$ cat src/rtl/pc_redirect_unit.sv
// Purpose : owns the architectural fetch PC and redirects it on taken branches, flushing fetch/decode.
// Latency : 1 cycle from branch select or fetch accept to the updated pc_out; all outputs registered.
// Backpres: pc_out holds while fetch_ready_in is low; a redirect replaces the pending address regardless.
//
// Ports:
//   clk_in, rst_n_in           core clock (rising edge), async active-low reset
//   branch_valid_in            qualifies pc_mux_sel_in / branch_target_in
//   pc_mux_sel_in [1:0]        01 = take target, anything else = sequential
//   branch_target_in [DW-1:0]  branch target (low two bits ignored)
//   fetch_ready_in             instruction memory accepts pc_out this cycle
//   pc_out, pc_valid_out       fetch request
//   redirect_out               one-cycle pulse after a redirect
//   flush_out                  kill wrong-path work, held FLUSH_DEPTH cycles
//   branch_count_out, taken_count_out  (only with CORE101_BRANCH_PERF_EN defined)
//
// Optional macro: CORE101_BRANCH_PERF_EN adds saturating branch/taken counters.
module pc_redirect_unit #(
   parameter int unsigned            DATA_WIDTH   = 32,
   parameter logic [DATA_WIDTH-1:0]  RESET_VECTOR = '0,
   parameter int unsigned            FLUSH_DEPTH  = 2
) (
   input  logic                  clk_in,
   input  logic                  rst_n_in,
   input  logic                  branch_valid_in,
   input  logic [1:0]            pc_mux_sel_in,
   input  logic [DATA_WIDTH-1:0] branch_target_in,
   input  logic                  fetch_ready_in,
   output logic [DATA_WIDTH-1:0] pc_out,
   output logic                  pc_valid_out,
   output logic                  redirect_out,
`ifdef CORE101_BRANCH_PERF_EN
   output logic [31:0]           branch_count_out,
   output logic [31:0]           taken_count_out,
`endif
   output logic                  flush_out
);

   typedef enum logic [1:0] {BOOT, RUN, FLUSH} state_t;

   localparam logic [3:0]            CNT_INIT = 4'(FLUSH_DEPTH - 1);
   localparam logic [DATA_WIDTH-1:0] PC_STEP  = DATA_WIDTH'(4);

   state_t                state_q, state_d;
   logic [DATA_WIDTH-1:0] pc_q, pc_d;
   logic [3:0]            cnt_q, cnt_d;
   logic                  valid_q, valid_d;
   logic                  redirect_q, redirect_d;
   logic                  flush_q, flush_d;

   logic accept;
   logic taken;

   assign accept = valid_q && fetch_ready_in;
   assign taken  = branch_valid_in && (pc_mux_sel_in == 2'b01);

   always_comb begin
      state_d    = state_q;
      pc_d       = pc_q;
      cnt_d      = cnt_q;
      valid_d    = valid_q;
      redirect_d = 1'b0;
      flush_d    = flush_q;
      case (state_q)
         BOOT: begin
            // First request after reset presents RESET_VECTOR unchanged.
            state_d = RUN;
            valid_d = 1'b1;
         end
         RUN: begin
            if (taken) begin
               // Redirect wins over the increment; the in-flight address is dropped.
               pc_d       = {branch_target_in[DATA_WIDTH-1:2], 2'b00};
               redirect_d = 1'b1;
               flush_d    = 1'b1;
               cnt_d      = CNT_INIT;
               state_d    = FLUSH;
            end else if (accept) begin
               pc_d = pc_q + PC_STEP;
            end
         end
         FLUSH: begin
            // Branch inputs here come from wrong-path instructions and are ignored.
            if (accept) begin
               pc_d = pc_q + PC_STEP;
            end
            if (cnt_q == 4'd0) begin
               state_d = RUN;
               flush_d = 1'b0;
            end else begin
               cnt_d = cnt_q - 4'd1;
            end
         end
         default: begin
            state_d = BOOT;
            valid_d = 1'b0;
            flush_d = 1'b0;
         end
      endcase
   end

   always_ff @(posedge clk_in or negedge rst_n_in) begin
      if (!rst_n_in) begin
         state_q    <= BOOT;
         pc_q       <= RESET_VECTOR;
         cnt_q      <= 4'd0;
         valid_q    <= 1'b0;
         redirect_q <= 1'b0;
         flush_q    <= 1'b0;
      end else begin
         state_q    <= state_d;
         pc_q       <= pc_d;
         cnt_q      <= cnt_d;
         valid_q    <= valid_d;
         redirect_q <= redirect_d;
         flush_q    <= flush_d;
      end
   end

   assign pc_out       = pc_q;
   assign pc_valid_out = valid_q;
   assign redirect_out = redirect_q;
   assign flush_out    = flush_q;

`ifdef CORE101_BRANCH_PERF_EN
   logic [31:0] bcnt_q, bcnt_d;
   logic [31:0] tcnt_q, tcnt_d;

   // Only branches observed in RUN are counted; both counters saturate.
   always_comb begin
      bcnt_d = bcnt_q;
      tcnt_d = tcnt_q;
      if (state_q == RUN) begin
         if (branch_valid_in && (bcnt_q != 32'hFFFF_FFFF)) bcnt_d = bcnt_q + 32'd1;
         if (taken && (tcnt_q != 32'hFFFF_FFFF))           tcnt_d = tcnt_q + 32'd1;
      end
   end

   always_ff @(posedge clk_in or negedge rst_n_in) begin
      if (!rst_n_in) begin
         bcnt_q <= 32'd0;
         tcnt_q <= 32'd0;
      end else begin
         bcnt_q <= bcnt_d;
         tcnt_q <= tcnt_d;
      end
   end

   assign branch_count_out = bcnt_q;
   assign taken_count_out  = tcnt_q;
`endif

endmodule

$ cat config.mk
export PLATFORM = sky130hd
export DESIGN_NAME = pc_redirect_unit
export DESIGN_NICKNAME = d
export VERILOG_FILES = /design/src/rtl/pc_redirect_unit.sv
export SDC_FILE = /design/constraint.sdc
export NUM_CORES = 1
export LEC_CHECK = 0
export CORE_MARGIN = 5
export CORE_UTILIZATION = 48
export DETAILED_ROUTE_END_ITERATION = 6
export HOLD_SLACK_MARGIN = 0.06
export PLACE_DENSITY_LB_ADDON = 0.05
export SETUP_SLACK_MARGIN = 0.15
export SYNTH_ARGS = -nofsm -noshare
export SYNTH_HDL_FRONTEND = slang
export SYNTH_SLANG_ARGS = --single-unit
$ cat constraint.sdc
create_clock -name clk_in -period 2.1 [get_ports clk_in]
set_input_delay 0.42 -clock clk_in [delete_from_list [all_inputs] [get_ports clk_in]]
set_output_delay 0.42 -clock clk_in [all_outputs]
set_load 0.01 [all_outputs]
Word-level counts from Yosys, hierarchy flattened
Cells that the tools add are included.
{"block": "totals", "register_bits": 41, "inputBits": 38, "out_inout_bits": 35, "wordCells": 39}
{"block": "classes", "n_addsub": 2, "eq_ne": 6, "muxes": 15, "bitwise_logic": 1, "n_reduce_logical": 9}
{"cell": "32-bit two-way mux", "count": 2}
{"cell": "32-bit case mux with 2 select lines", "count": 1}
{"cell": "32-bit by 3-bit adder with 32-bit output, second input constant", "count": 1}
{"cell": "4-bit two-way mux", "count": 2}
{"cell": "4-bit case mux with 2 select lines", "count": 1}
{"cell": "2-bit inequality test, second input constant", "count": 3}
{"cell": "2-bit case mux with 3 select lines", "count": 1}
{"cell": "3-bit AND reduction", "count": 2}
{"cell": "2-bit by 1-bit equality test with 1-bit output, second input constant", "count": 2}
{"cell": "4-bit logical NOT", "count": 1}
{"cell": "1-bit two-way mux", "count": 4}
{"cell": "2-bit two-way mux", "count": 2}
{"cell": "4-bit by 1-bit subtractor with 4-bit output, second input constant", "count": 1}
{"cell": "1-bit case mux with 3 select lines", "count": 1}
{"cell": "2-bit equality test, second input constant", "count": 1}
{"cell": "1-bit logical AND", "count": 2}
{"cell": "2-bit logical NOT", "count": 1}
{"cell": "1-bit case mux with 2 select lines", "count": 1}
{"cell": "2-bit AND reduction", "count": 1}
{"cell": "2-bit nonzero test", "count": 1}
{"cell": "2-bit OR reduction", "count": 1}
{"cell": "1-bit NOT", "count": 1}

Depth between registers and ports, before layout
{"block": "logic_depth", "depth_word": 4, "ltp_mapped": 9}

Worst setup path before layout
OpenSTA, ideal clock, no wires.
{"block": "synth_timing", "kind": "register -> register", "startpoint": "reg pc_q[2], in the netlist pc_out[2]", "endpoint": "reg pc_q[24], in the netlist pc_out[24]", "t_arrival_ns": 1.699, "required_time_ns": 1.961, "path_slack_ns": 0.262, "path_stages_with_launch": 8, "cell_sequence": "dfrtp_1 -> ha_1 -> nand3_1 -> nor2_1 -> clkbuf_1 -> nand4_1 -> o32ai_1 -> a22oi_1"}
{"block": "synth_via", "elab_chain_len": 4}
{"element": "start, declared", "line_no": "44", "source": "logic [DATA_WIDTH-1:0] pc_q, pc_d;"}
{"element": "start signal, assigned", "line_no": "111", "source": "pc_q <= pc_d;"}
{"element": "32-bit by 3-bit adder with 32-bit output (*)", "line_no": "78, 84"}
{"element": "32-bit two-way mux (*)", "line_no": "77, 83"}
{"element": "32-bit two-way mux", "line_no": "70", "source": "if (taken) begin"}
{"element": "32-bit case mux with 2 select lines (*)", "line_no": "63", "source": "case (state_q)"}
Every way passes the cells marked *; elsewhere a longest branch is shown, timed or not.
A chain may end at the register's enable or synchronous reset.

Worst setup path after layout
{"block": "layout_timing", "startpoint": "in fetch_ready_in", "endpoint": "reg pc_q[31], in the netlist pc_out[31]"}
{"block": "layout_via", "elab_chain_len": 4}
{"element": "start, declared", "line_no": "27", "source": "input logic fetch_ready_in,"}
{"element": "1-bit logical AND (*)", "line_no": "53", "source": "assign accept = valid_q && fetch_ready_in;"}
{"element": "32-bit two-way mux (*)"}
{"element": "32-bit two-way mux"}
{"element": "32-bit case mux with 2 select lines (*)"}
Marked as above.

==> flow_metrics.tcl <==
set metrics [dict create \
    status "finished, final reports clean" \
    synthTopCellsByCount "dfrtp_1 (39), a21oi_1 (37), nand2_1 (23), o21ai_0 (19), nor2_1 (18)" \
    finClkSkew_ps 10.2 \
    grt_usage_pct 21.9 \
    min_period_ps 1860 \
    drtIter0Drc 202 \
    dr_total_vias 2612 \
    design_area_um2 3480 \
    htreeDepth 2 \
    grt_pass1_wl_um 11500 \
    place.gp.congestion 0.856 \
    seq_area_frac_synth_pct 39.3 \
    hold_class "input port to async pin" \
    synthTopCellsByArea "dfrtp_1 (39%), a21oi_1 (7.5%), o21ai_0 (3.8%)" \
    crit_chain "clkdlybuf4s50_1 -> and3_4 -> nand4_1 -> nor3_4 -> a211oi_1 -> or3b_1" \
    wl_um 6900 \
    core_um2 5070 \
    diodes 0 \
    drc 0 \
    crit_type "input port to flip-flop" \
    ctsHoldBuffers 0 \
    wl_met2_um 3130 \
    leakage_uw 0.00144 \
    yosys.cell_count.top_type "dfrtp_1" \
    place_area_um2 3360 \
    arrival_ps 2030 \
    numCtsBuffers 5 \
    powerDensity_nw_per_um2 1300 \
    finalHoldViolations 0 \
    die_w_um 81.9 \
    slew_viol_final 0 \
    dieArea_um2 6710 \
    wl_met1_um 3140 \
    avgViaCountPerCell 5.88 \
    ant_nets 0 \
    rrSetupSlack_ps 280 \
    start_util_pct 48.9 \
    fin_setup_tns_ps 0 \
    grt_max_degree 50 \
    cts_tree "built" \
    syn-mean-instance-area_um2 8.41 \
    final.period_utilization_pct 88.4 \
    power.switching_uw 1970 \
    rows 26 \
    io_buffers 68 \
    gr-total-overflow 0 \
    p_clk_share_pct 10.4 \
    firstDrtPassIters 4 \
    yosys.area.top_type "dfrtp_1" \
    dp_hpwl_um 4910 \
    p_seq_share_pct 33.1 \
    first_global_vias 2450 \
    ys_async_sr_fraction_pct 100 \
    max_stage_delay_ps 500 \
    worstPathRequired_ps 2270 \
    cp-end-kind "flip-flop" \
    fmax_mhz 538 \
    combPwrFrac_pct 56.6 \
    maxCapViolations 0 \
    die_h_um 81.9 \
    syn_inst 295 \
    yosysWarnings 0 \
    p_sw_share_pct 43.4 \
    antenna_found_initial 0 \
    ioPinCount 73 \
    synth-edff-count 0 \
    clock_path_buffers 2 \
    worst_path_max_delay_cell "clkdlybuf4s50_1" \
    startpoint_type "input port" \
    path_clk_slew_ps 70 \
    dr_wl_met3_um 533 \
    ys_ff_latch 39 \
    synth_cell_type_count 51 \
    nNetsFinal 419 \
    clock_sinks 39 \
    finalSetupViolCount 0 \
    area_delta_synth_final_pct 40.1 \
    clock_latency_ps 290 \
    root_buffer "clkbuf_8" \
    mappedNetlistArea_um2 2480 \
    rsz0062_at_grt "false" \
    cp_max_fo 4 \
    yosys_most_used_dff "dfrtp_1" \
    p_int_uw 2570 \
    max-vdd-ir-drop_uv 811 \
    drive_gt1_share_pct 12.3 \
    worst_hold_slack_ps 87.4 \
    detail_route.wl_per_cell_um 15.5 \
    synth_top_area_share_pct 39.3 \
    routed.top_layer "met4" \
]
==> power by group through the flow <==
stage	sequential, µW	clock, µW	combinational (µW)
after CTS	1490	482	2540
final	1500	470	2570
after floorplan	1580	0	1270
after global placement	1490	0	2500
after detailed placement	1500	0	2530
after global routing	1570	516	2830
==> routing by layer <==
metal / track usage (%) / vias to the layer above
met2: 34.8 / 91
met1: 29.3 / 1237
met3: 5.26 / 10
li1: - / 1274
met5: 0 / -
met4: 7.14 / 0
==> critical path, delay by kind of cell <==
family	cells	cell delay (ps)
AO/OA/AOI/OAI	1	90
buffers and inverters	1	500
AND/OR/NAND/NOR	4	1000
==> layout by cell type, fill, tap and decap left out, types with 13 or more instances in the layout <==
cell type / n
dfrtp_1: 38
nand3_1: 14
buf_4: 22
o22ai_1: 14
o21ai_0: 19
a21oi_1: 37
nand4_1: 13
clkdlybuf4s50_1: 67
nor2_1: 17
nand2_1: 23
==> cells by family (layout without fill, tap and decap cells) <==
logic type               count (synthesis)  after routing  share of synthesized area, %
AO/OA/AOI/OAI                          103            103                          25.9
adder cells (fa/ha/maj)                  6              6                          3.03
buffers and inverters                   33            111                          5.80
flip-flops                              39             39                          39.3
multiplexers                             3              3                          1.26
other                                    1              2                         0.151
AND/OR/NAND/NOR                        110            110                          24.6
==> cell type report <==
class | count | area, µm²
inverter | 11 | 41.3
sequential | 39 | 977
fill | 436 | 1600
clock buffer | 6 | 72.6
tap | 70 | 87.6
timing repair buffer | 94 | 903
multi-input combinational | 224 | 1390
==> path summary, 6_finish.rpt <==
kind,start,to,depth (start not counted)
worst min-delay path,rst_n_in,pc_out[28],2
min in group clk_in,flush_out,flush_out,1
worst min register to register,flush_out,flush_out,1
worst max-delay path,fetch_ready_in,pc_out[31],6
worst max register to register,pc_out[15],pc_out[31],5
max in group asynchronous,rst_n_in,pc_out[2],2
==> through the flow <==
step	total power (µW)	setup WS (ps)	util, %	cells
finish	4530	243	68.5	444
global route	4910	135	68.5	444
CTS	4520	180	67.6	443
detailed placement	4030	-127	66.2	437
global placement	3990	-106	66.2	437
floorplan	2840	262	-	296
==> what timing repair did <==
action / 4_1_cts / 5_1_grt
endpoints found under the setup margin: 0 / 13
setup buffers: 0 / 1
gates resized for setup: 0 / 9
==> state kept, by name (all words and copies together), names as in the netlist <==
signal,cells
state_q,2
cnt_q,4
pc_out,30
flush_out,1
pc_valid_out,1
redirect_out,1
Power figures use the tool's default switching activity.
